[config.mk]
export PLATFORM = sky130hd
export DESIGN_NAME = cfg_pwm_timer_flat
export DESIGN_NICKNAME = d
export VERILOG_FILES = /design/src/rtl/cfg_pwm_timer_if.sv /design/src/rtl/cfg_pwm_timer.sv /design/src/flat_wrapper.sv
export SDC_FILE = /design/constraint.sdc
export NUM_CORES = 1
export LEC_CHECK = 0
export ABC_AREA = 1
export BUFFER_PORTS_ARGS = -buffer_cell sky130_fd_sc_hd__buf_2
export CORE_UTILIZATION = 38
export CTS_CLUSTER_SIZE = 25
export DETAILED_ROUTE_END_ITERATION = 10
export GPL_TIMING_DRIVEN = 0
export PLACE_DENSITY = 0.72
export RECOVER_POWER = 100
export SLEW_MARGIN = 20
export SYNTH_ARGS = -nofsm -noshare
export SYNTH_HDL_FRONTEND = slang
export SYNTH_SLANG_ARGS = --single-unit
[constraint.sdc]
create_clock -name HCLK -period 3.6 [get_ports HCLK]
set_input_delay 0.54 -clock HCLK [delete_from_list [all_inputs] [get_ports HCLK]]
set_output_delay 0.54 -clock HCLK [all_outputs]
set_load 0.03 [all_outputs]
[src/rtl/cfg_pwm_timer_if.sv]
// cfg_pwm_timer_if: configuration word bundle from the AHB slave
// to the PWM timer (control, period, duty).
interface cfg_pwm_timer_if;
  logic [31:0] cfg_dat0;
  logic [31:0] cfg_dat1;
  logic [31:0] cfg_dat2;

  modport master (
    output cfg_dat0,
    output cfg_dat1,
    output cfg_dat2
  );

  modport slave (
    input cfg_dat0,
    input cfg_dat1,
    input cfg_dat2
  );
endinterface

[src/rtl/cfg_pwm_timer.sv]
// cfg_pwm_timer: double-buffered PWM timer with wrap interrupt.
// Optional dead-time complementary output: define CFG_PWM_COMP_EN.
module cfg_pwm_timer #(
  parameter int CNT_W = 16
) (
  input  logic             HCLK,
  input  logic             HRESETn,
  cfg_pwm_timer_if.slave   cfg,
  output logic             pwm_out,
  output logic             pwm_out_n,
  output logic             irq,
  output logic [CNT_W-1:0] cnt_val,
  output logic             busy
);

  localparam logic [1:0] S_IDLE = 2'd0;
  localparam logic [1:0] S_RUN  = 2'd1;
  localparam logic [1:0] S_DONE = 2'd2;

  logic             en;
  logic             oneshot;
  logic             pol;
  logic             irq_en;
  logic [CNT_W-1:0] per_in;
  logic [CNT_W-1:0] duty_in;

  assign en      = cfg.cfg_dat0[0];
  assign oneshot = cfg.cfg_dat0[1];
  assign pol     = cfg.cfg_dat0[2];
  assign irq_en  = cfg.cfg_dat0[3];
  assign per_in  = cfg.cfg_dat1[CNT_W-1:0];
  assign duty_in = cfg.cfg_dat2[CNT_W-1:0];

  // Fields outside the decoded ranges are intentionally ignored.
  logic unused_bits;
  assign unused_bits = ^{cfg.cfg_dat0, cfg.cfg_dat1,
                         cfg.cfg_dat2};

  logic [1:0]       state_q, state_d;
  logic [CNT_W-1:0] cnt_q, cnt_d;
  logic [CNT_W-1:0] ps_q, ps_d;
  logic [CNT_W-1:0] ds_q, ds_d;
  logic             irq_q, irq_d;
  logic             pwm_q, pwm_d;
  logic             load;
  logic             run_d;
  logic             raw_d;

  // Next-state: control FSM, counter and shadow reload.
  always_comb begin
    state_d = state_q;
    cnt_d   = cnt_q;
    irq_d   = 1'b0;
    load    = 1'b0;
    unique case (1'b1)
      (state_q == S_IDLE): begin
        cnt_d = '0;
        if (en) begin
          state_d = S_RUN;
          load    = 1'b1;
        end
      end
      (state_q == S_RUN): begin
        if (!en) begin
          state_d = S_IDLE;
          cnt_d   = '0;
        end else if (cnt_q == ps_q) begin
          cnt_d = '0;
          load  = 1'b1;
          irq_d = irq_en;
          if (oneshot) state_d = S_DONE;
        end else begin
          cnt_d = cnt_q + CNT_W'(1);
        end
      end
      (state_q == S_DONE): begin
        cnt_d = '0;
        if (!en) state_d = S_IDLE;
      end
      default: begin
        state_d = S_IDLE;
        cnt_d   = '0;
      end
    endcase
    ps_d  = load ? per_in  : ps_q;
    ds_d  = load ? duty_in : ds_q;
    run_d = (state_d == S_RUN);
    raw_d = run_d && (cnt_d < ds_d);
  end

`ifdef CFG_PWM_COMP_EN
  logic [7:0] dead_q, dead_d;
  logic [7:0] age_q, age_d;
  logic       lvl_q;
  logic       pwmn_q, pwmn_d;

  // Dead-time: each output waits until raw has held its level
  // for dead cycles, so short pulses vanish and outputs never overlap.
  always_comb begin
    dead_d = load ? cfg.cfg_dat0[15:8] : dead_q;
    age_d  = age_q;
    if (!run_d || state_q != S_RUN || raw_d != lvl_q) begin
      age_d = '0;
    end else if (age_q != 8'hff) begin
      age_d = age_q + 8'd1;
    end
    pwm_d  = (raw_d && age_d >= dead_d) ^ pol;
    pwmn_d = (run_d && !raw_d && age_d >= dead_d) ^ pol;
  end

  // Dead-time state registers.
  always_ff @(posedge HCLK or negedge HRESETn) begin
    if (!HRESETn) begin
      dead_q <= '0;
      age_q  <= '0;
      lvl_q  <= 1'b0;
      pwmn_q <= 1'b0;
    end else begin
      dead_q <= dead_d;
      age_q  <= age_d;
      lvl_q  <= raw_d;
      pwmn_q <= pwmn_d;
    end
  end

  assign pwm_out_n = pwmn_q;
`else
  // Without dead-time the output is the raw waveform with polarity.
  always_comb begin
    pwm_d = raw_d ^ pol;
  end

  assign pwm_out_n = 1'b0;
`endif

  // Core state, counter, shadows and registered outputs.
  always_ff @(posedge HCLK or negedge HRESETn) begin
    if (!HRESETn) begin
      state_q <= S_IDLE;
      cnt_q   <= '0;
      ps_q    <= '0;
      ds_q    <= '0;
      irq_q   <= 1'b0;
      pwm_q   <= 1'b0;
    end else begin
      state_q <= state_d;
      cnt_q   <= cnt_d;
      ps_q    <= ps_d;
      ds_q    <= ds_d;
      irq_q   <= irq_d;
      pwm_q   <= pwm_d;
    end
  end

  assign pwm_out = pwm_q;
  assign irq     = irq_q;
  assign cnt_val = cnt_q;
  assign busy    = (state_q == S_RUN);

endmodule
[src/flat_wrapper.sv]
// flat-port wrapper written by rule: the top's interface ports become plain ports
module cfg_pwm_timer_flat 
#(
  parameter int CNT_W = 16
)
  (HCLK, HRESETn, pwm_out, pwm_out_n, irq, cnt_val, busy, cfg_cfg_dat0, cfg_cfg_dat1, cfg_cfg_dat2);
  cfg_pwm_timer_if cfg_i ();
  input  logic HCLK;
  input  logic HRESETn;
  output logic pwm_out;
  output logic pwm_out_n;
  output logic irq;
  output logic [CNT_W-1:0] cnt_val;
  output logic busy;
  input wire logic [$bits(cfg_i.cfg_dat0)-1:0] cfg_cfg_dat0;
  input wire logic [$bits(cfg_i.cfg_dat1)-1:0] cfg_cfg_dat1;
  input wire logic [$bits(cfg_i.cfg_dat2)-1:0] cfg_cfg_dat2;
  assign cfg_i.cfg_dat0 = cfg_cfg_dat0;
  assign cfg_i.cfg_dat1 = cfg_cfg_dat1;
  assign cfg_i.cfg_dat2 = cfg_cfg_dat2;
  cfg_pwm_timer #(.CNT_W(CNT_W)) u_core (.HCLK(HCLK), .HRESETn(HRESETn), .cfg(cfg_i), .pwm_out(pwm_out), .pwm_out_n(pwm_out_n), .irq(irq), .cnt_val(cnt_val), .busy(busy));
endmodule
==> metrics.txt, run 1 <==
DIE AREA=7930 sq um; Clock Latency Late Sink=slightly above 300 ps; sequential share of the synthesized area=0.452; Setup TNS=0 ps; Final Skew=2.80 ps; Post-Syn Nets=approximately 490; Synth area leader=dfrtp_1; routed via count=approximately 2500; Critical Path Slowest Stage Cell=dfrtp_1; synth unique cells=32; Syn Std Cell Area=between 2000 and 3000 sq um; fin crit share=0.877; most used cell, CP=nand2_1; Layout area overhead=17.7%; Core Region=~7300 sq um; Final Setup Violations=0; postcts setup bufs=0; initial antenna violation count=0; ant diodes=0; most frequent cell after synthesis=nand2_1; Num CTS Buffers=5; Pwr Density=386 nW/um^2; Max FO, Critical Path=5; critical path arrival=~3400 ps; Setup CP Type=reg2reg; routed wire length=between 6 and 7 mm; max-cap violations=1; first-pass GRT wire length=10.8 mm; Worst-path clk slew=90 ps; flops & latches, synth=52; total power draw=1.31 mW; static leakage=1.81 nW; Routed WL per cell=12.1 microns; prevailing post-synth register cell=dfrtp_1; Synth Warn #=0; Crit. End Element=flip-flop; DR pass1 iterations=4; worst path required time=3810 ps; Post-synth EDFFs=0; initial drt markers=168; clock tree buffer depth=2; Die W=between 80 and 90 microns; Slew Limit Fails=53; Async SR Flop Fraction=1.00; Post-DP Area=3290 sq um; fin util=0.465; startpoint types=flip-flop; placement row count=31; largest net degree at the start of global routing=53; vias in the first global route=2409; Slew @ Worst Pin=2770 ps; RSZ-0062 raised after global routing=no; Final Cell Area=3390 sq um; post-detail-place hpwl=5.07 mm; CTS tree=built; GRT overflow=0; Non-Filler Instances=roughly 540; H-tree lvl count=2; Fin. Hold Viols=0; failing checks=max-capacitance violations, max-slew violations; Worst Hold Class=in2reg; post-DR vias/cell=~4.6; CTS root buf=clkbuf_8; clock period minus worst slack=3160 ps; critical path cell sequence=inv_2 -> nor3_4 -> inv_2 -> nor3_2 -> inv_2 -> nor4_4 -> nand2_1 -> nor3_2 -> o21ai_0 -> a311oi_2 -> ha_1 -> nand2_1 -> nor2_1 -> a211oi_1 -> o221ai_1 -> nor2_1 -> nand2_1 -> nand2_1 -> nand2_1; Slew HR=-0.846; status=complete, but fails checks; top cells by area, synth=dfrtp_1 (45%), nand2_1 (12%), inv_1 (7.2%), ha_1 (7.0%), nor2_1 (5.3%); mean post-synth cell area=7.70 sq um; CTS sink count=52; fmax=about 320 MHz; maximum vdd drop=129 uV; Yosys top cell area share=0.452; Total Routing Usage GR=0.180; post-route ant nets=0; Syn Inst Count=374; share of layout cells above drive strength 1=0.181; Port Buffers=56; Initial Utilization=0.395; Ports=118; RePlAce Congestion=approximately 0.85; drt drc=0; CP peak stage delay=between 400 and 500 ps; Die Ht=89.1 microns; DP Cell Count=approximately 530; layout net count=551; Synth top cells by count=nand2_1 (94), inv_1 (55), dfrtp_1 (52)
## layout by cell type (no fill, tap or decap)
| cell | instances |
|---|---|
| dfrtp_1 | 52 |
| nor3_1 | 5 |
| bufinv_16 | 2 |
| nor2_2 | 2 |
| buf_2 | 36 |
| nand2_1 | 96 |
| a221oi_1 | 1 |
| clkbuf_8 | 5 |
| conb_1 | 1 |
| o21ai_0 | 16 |
| o221ai_1 | 1 |
| o21ai_1 | 1 |
| a21oi_1 | 25 |
| nor3_2 | 2 |
| nor3b_1 | 5 |
| nor4_2 | 1 |
| nand4_1 | 3 |
| inv_2 | 22 |
| a211oi_1 | 2 |
| nor4_4 | 1 |
| a311oi_2 | 1 |
| clkbuf_1 | 27 |
| and2_0 | 1 |
| buf_4 | 1 |
| inv_1 | 55 |
| xor2_1 | 3 |
| nand3_1 | 6 |
| xnor2_1 | 1 |
| nor2_4 | 1 |
| nor2_1 | 41 |
| nor3_4 | 1 |
| nand2_4 | 2 |
| ha_1 | 16 |
| nand2_2 | 2 |
## worst max-delay path: cells and delay by family (launching register included)
family,cells,cell delay [ps]
compound gates,4,710
fa+ha+maj,1,310
buf+inv,3,220
flops,1,460
simple gates,11,1380
## registers in the layout, summed over array words and instances (netlist names)
| signal | cells |
|---|---|
| u_core.cnt_val | 16 |
| u_core.ds_q | 16 |
| u_core.ps_q | 16 |
| u_core.state_q | 2 |
| u_core.irq | 1 |
| u_core.pwm_out | 1 |
## power breakdown
part	internal [mW]	switching [mW]
Combinational	0.0713	0.125
Clock	0.273	0.188
Sequential	0.631	0.0207
## cells by family after synthesis
family | count (synthesis) | share of synthesized area
and+or+nand+nor | 169 | 0.266
buffers and inverters | 85 | 0.112
DFF | 52 | 0.452
AOI/OAI and AO/OA | 47 | 0.0873
adders and majority gates | 16 | 0.0695
xor gates and xnor gates | 4 | 0.0122
other | 1 | 0.00130
## per-stage QoR
step,setup WS (ps),hold slack [ps]
floorplan,680,244
CTS,365,277
global route,56.7,451
finish,443,444
detailed placement,380,503
global placement,436,489
## final cells by class
cell class	count	area (sq um)
multi-input combinational	237	1260
tap	99	124
buffer	8	33.8
inverter	77	289
timing repair buffer	56	255
clock buffer	5	68.8
clock inverter	2	60.1
sequential	52	1300
fill	763	3900
## worst paths after layout
| kind | startpoint | end | slack [ps] | depth (start not counted) |
|---|---|---|---|---|
| worst max register to register | u_core.cnt_val[2] | u_core.pwm_out | 440 | 19 |
| max in group asynchronous | HRESETn | u_core.cnt_val[3] | 930 | 1 |
| min in group asynchronous | HRESETn | u_core.ps_q[5] | 1100 | 1 |
| worst max-delay path | u_core.cnt_val[2] | u_core.pwm_out | 440 | 19 |
| worst min register to register | u_core.ds_q[5] | u_core.ds_q[5] | 520 | 2 |
| worst min-delay path | cfg_cfg_dat0[2] | u_core.pwm_out | 440 | 3 |
## per-layer routing
layer	up-vias	track usage	routed length, microns
met2	51	0.307	3050
met1	1123	0.236	3040
met4	0	0.0519	79
li1	1279	-	-
met3	6	0.0323	304
met5	-	0	0
## what timing repair did
item | CTS | global route
hold buffers | 0 | 0
gates resized for setup | 0 | 1
endpoints found under the hold margin | 0 | 0
setup endpoints to repair | 0 | 1
No activity file was read; power rests on OpenSTA's default activity.
==> inputs of run 2 (changes only) <==
--- a/config.mk
+++ b/config.mk
@@ -5,13 +5,12 @@
 export SDC_FILE = /design/constraint.sdc
 export NUM_CORES = 1
 export LEC_CHECK = 0
-export ABC_AREA = 1
 export BUFFER_PORTS_ARGS = -buffer_cell sky130_fd_sc_hd__buf_2
 export CORE_UTILIZATION = 38
 export CTS_CLUSTER_SIZE = 25
 export DETAILED_ROUTE_END_ITERATION = 10
 export GPL_TIMING_DRIVEN = 0
-export PLACE_DENSITY = 0.72
+export PLACE_DENSITY = 0.73
 export RECOVER_POWER = 100
 export SLEW_MARGIN = 20
 export SYNTH_ARGS = -nofsm -noshare
==> run 2 against run 1 <==
Compared with the run above: the run still ends with max-capacitance violations, max-slew violations left; design area down 3.0%; area after synthesis down 1.3%; sequential power up 3.7%; power down 6.8%; combinational power up 5%; synthesized cell count down 36%; clock power down 27%; die area down 1.3%; global-route usage down 1.6 points; via count down 19%; hold slack worse by 38 ps; clock skew up 7.1 ps; critical endpoint unchanged; highest routed layer unchanged.
==> metrics.txt, run 2 <==
status=complete, but fails checks; failing checks=max-capacitance violations, max-slew violations; CTS root buf=clkbuf_8; Slew Limit Fails=53 (unchanged); fin crit share=0.916 (+0.0387); NetSw=0.339 mW (+1.4%); CTS tree=built; post-route ant nets=0 (unchanged); startpoint types=flip-flop; Total Routing Usage GR=0.164 (-0.0163); most frequent cell after synthesis=dfrtp_1; Fin. Hold Viols=0 (unchanged); post-DR vias/cell=4.96 (+8.1%); flops & latches, synth=52 (unchanged); total power draw=1.22 mW (-6.8%); Final Skew=9.91 ps (+7.11 ps); Final Setup Violations=0 (unchanged); CTS sink count=52 (unchanged); largest net degree at the start of global routing=53 (unchanged); Hold Crit Depth=2 (-1); critical path arrival=3530 ps (+170 ps); drt drc=0 (unchanged); most common cell after layout, fill and taps aside=dfrtp_1; placement row count=31 (unchanged); Post-DP Area=3250 sq um (-1.1%); crit path buf inv count=1 (-2); Port Buffers=56 (unchanged); DIE AREA=7830 sq um (-1.3%); switching share of power=0.278 (+0.0225); clock share of power=0.277 (-0.075); Die Ht=88.5 microns (-0.64%); static leakage=1.55 nW (-15%); clock tree buffer depth=2 (unchanged); worst hold slack=406 ps (-37.8 ps); Worst Hold Class=in2reg; Core Region=7250 sq um (-0.53%); Num CTS Buffers=5 (unchanged); Layout area overhead=15.6%; Synth Warn #=0 (unchanged); FF/Latch Area=1310 sq um (+0.38%); Die W=88.5 microns (-0.64%); Critical Path Slowest Stage Cell=dfrtp_2; Async SR Flop Fraction=1.00 (unchanged); Post-Syn Nets=355 (-27%); CP Depth=13 (-6); Max FO, Critical Path=16 (+11); RePlAce Congestion=0.809 (-5.4%); first-pass GRT wire length=9.58 mm (-12%); Multi-input gate area=1450 sq um (+16%); Synth top cells by count=dfrtp_1 (52), xor2_1 (25), nor2_1 (21); Pwr Density=371 nW/um^2 (-3.9%); post-detail-place hpwl=4.60 mm (-9.1%); Worst-path clk slew=100 ps (about the same); critical path cell sequence=xor2_1 -> nor4_2 -> nand4_1 -> buf_4 -> nand3_2 -> nor2_1 -> ha_1 -> a211oi_1 -> o211ai_1 -> a211oi_2 -> o211ai_1 -> a41oi_2 -> xor2_1; Clock Latency Late Sink=310 ps (about the same); ant diodes=0 (unchanged); Non-Filler Instances=403 (-25%); Seq pwr share=0.553 (+0.056); routed wire length=6.02 mm (-7.0%); sequential share of the synthesized area=0.458 (+0.00597); Syn Inst Count=241 (-36%); Yosys top cell area share=0.458 (+0.00597); CP peak stage delay=480 ps (+20 ps); Final Cell Area=3290 sq um (-3.0%); Setup TNS=0 ps (unchanged); max-cap violations=1 (unchanged); vias in the first global route=1938 (-20%); critical path's top delay family=compound AO/OA/AOI/OAI gates; layout net count=417 (-24%); initial drt markers=73 (-57%); Post-synth EDFFs=0 (unchanged); Fillers=723 (-5.2%); DP Cell Count=396 (-25%); combinational power share=0.169 (+0.019); H-tree lvl count=2 (unchanged); fmax=303 MHz (-4.2%); initial antenna violation count=0 (unchanged); prevailing post-synth register cell=dfrtp_1; Int Power=0.881 mW (-9.6%); Ports=118 (unchanged); leading cell types in the layout, fill and taps excluded=dfrtp_1 (48), buf_2 (36), xor2_1 (25); worst path required time=3840 ps (+30 ps); mean post-synth cell area=11.8 sq um (+53%); Syn Std Cell Area=2840 sq um (-1.3%); Slew @ Worst Pin=2770 ps (-0.0700 ps); clock period minus worst slack=3300 ps (+139 ps); r2r worst-path depth=13 (-6); Synth area leader=dfrtp_1; Routed WL per cell=14.9 microns (+24%); GRT overflow=0 (unchanged); RSZ-0062 raised after global routing=no; synth unique cells=30 (-6.3%); top cells by area, synth=dfrtp_1 (46%), mux2_4 (7.9%), xor2_1 (7.7%), mux2_2 (7.1%), ha_1 (7.0%); Crit. End Element=flip-flop; Setup CP Type=reg2reg; share of layout cells above drive strength 1=0.250 (+0.0692); DR pass1 iterations=6 (+2); Slew HR=-0.845 (about the same); routed via count=1998 (-19%); Initial Utilization=0.392 (-0.00306); maximum vdd drop=159 uV (+24%)
==> run 2: metal layers <==
layer	share of wire	up-vias	wire, microns	GRT usage
met5	0	-	0	0
met4	0.012	0	70	0.0396
met3	0.043	9	257	0.0317
met2	0.47	50	2810	0.266
met1	0.48	973	2880	0.225
li1	-	966	-	-
==> run 2: final timing paths <==
check                                   from                 to  slack [ps]
setup / recovery           u_core.cnt_val[7]     u_core.pwm_out         300
hold / removal               cfg_cfg_dat0[2]     u_core.pwm_out         410
setup reg to reg           u_core.cnt_val[7]     u_core.pwm_out         300
hold reg to reg              u_core.ds_q[12]    u_core.ds_q[12]         500
max in group asynchronous            HRESETn  u_core.cnt_val[9]         730
min in group asynchronous            HRESETn    u_core.ps_q[12]        1100
==> run 2: per-stage QoR <==
step / worst slack [ps] / utilization
5_1_grt: 84.7 / 0.453
6_report: 303 / 0.453
2_1_floorplan: 340 / -
4_1_cts: 11.4 / 0.463
3_5_place_dp: -365 / 0.448
3_3_place_gp: -257 / 0.448
==> run 2: power groups by stage <==
stage | logic (mW) | registers (mW) | clock network (mW)
after floorplan | 0.155 | 0.683 | 0
after global placement | 0.220 | 0.683 | 0
after detailed placement | 0.227 | 0.688 | 0
after CTS | 0.232 | 0.676 | 0.349
after global routing | 0.233 | 0.681 | 0.376
final | 0.207 | 0.675 | 0.338
==> run 2: repair_timing <==
item,in CTS,in global routing
setup buffers,1,0
setup endpoints to repair,1,1
hold buffers,0,0
pin swaps,1,1
gates resized for setup,3,6
==> run 2: layout make-up <==
type | count | share of cell area
Timing Repair Buffer | 57 | 0.0799
Multi-Input combinational cell | 178 | 0.442
Inverter | 3 | 0.00343
Clock inverter | 2 | 0.00495
Buffer | 6 | 0.0126
Tap cell | 99 | 0.0377
Clock buffer | 6 | 0.0221
Sequential cell | 52 | 0.397
==> run 2: worst reg2reg max path, cell delays in order, from the launching register on <==
cell      delay [ps]
dfrtp_2          480
xor2_1           170
nor4_2           290
nand4_1          210
buf_4            210
nand3_2          250
nor2_1           130
ha_1             320
a211oi_1         240
o211ai_1         150
a211oi_2         270
o211ai_1         140
a41oi_2          210
xor2_1           160
==> run 2: cell families (layout without fill, tap and decap cells) <==
| family | Yosys count | count (layout) | synth area share |
|---|---|---|---|
| other cells | 1 | 1 | 0.00132 |
| xor+xnor | 31 | 31 | 0.0955 |
| flops | 52 | 52 | 0.458 |
| buf+inv | 11 | 74 | 0.0246 |
| simple gates | 65 | 65 | 0.109 |
| mux | 48 | 48 | 0.203 |
| compound gates | 17 | 17 | 0.0383 |
| fa+ha+maj | 16 | 16 | 0.0704 |
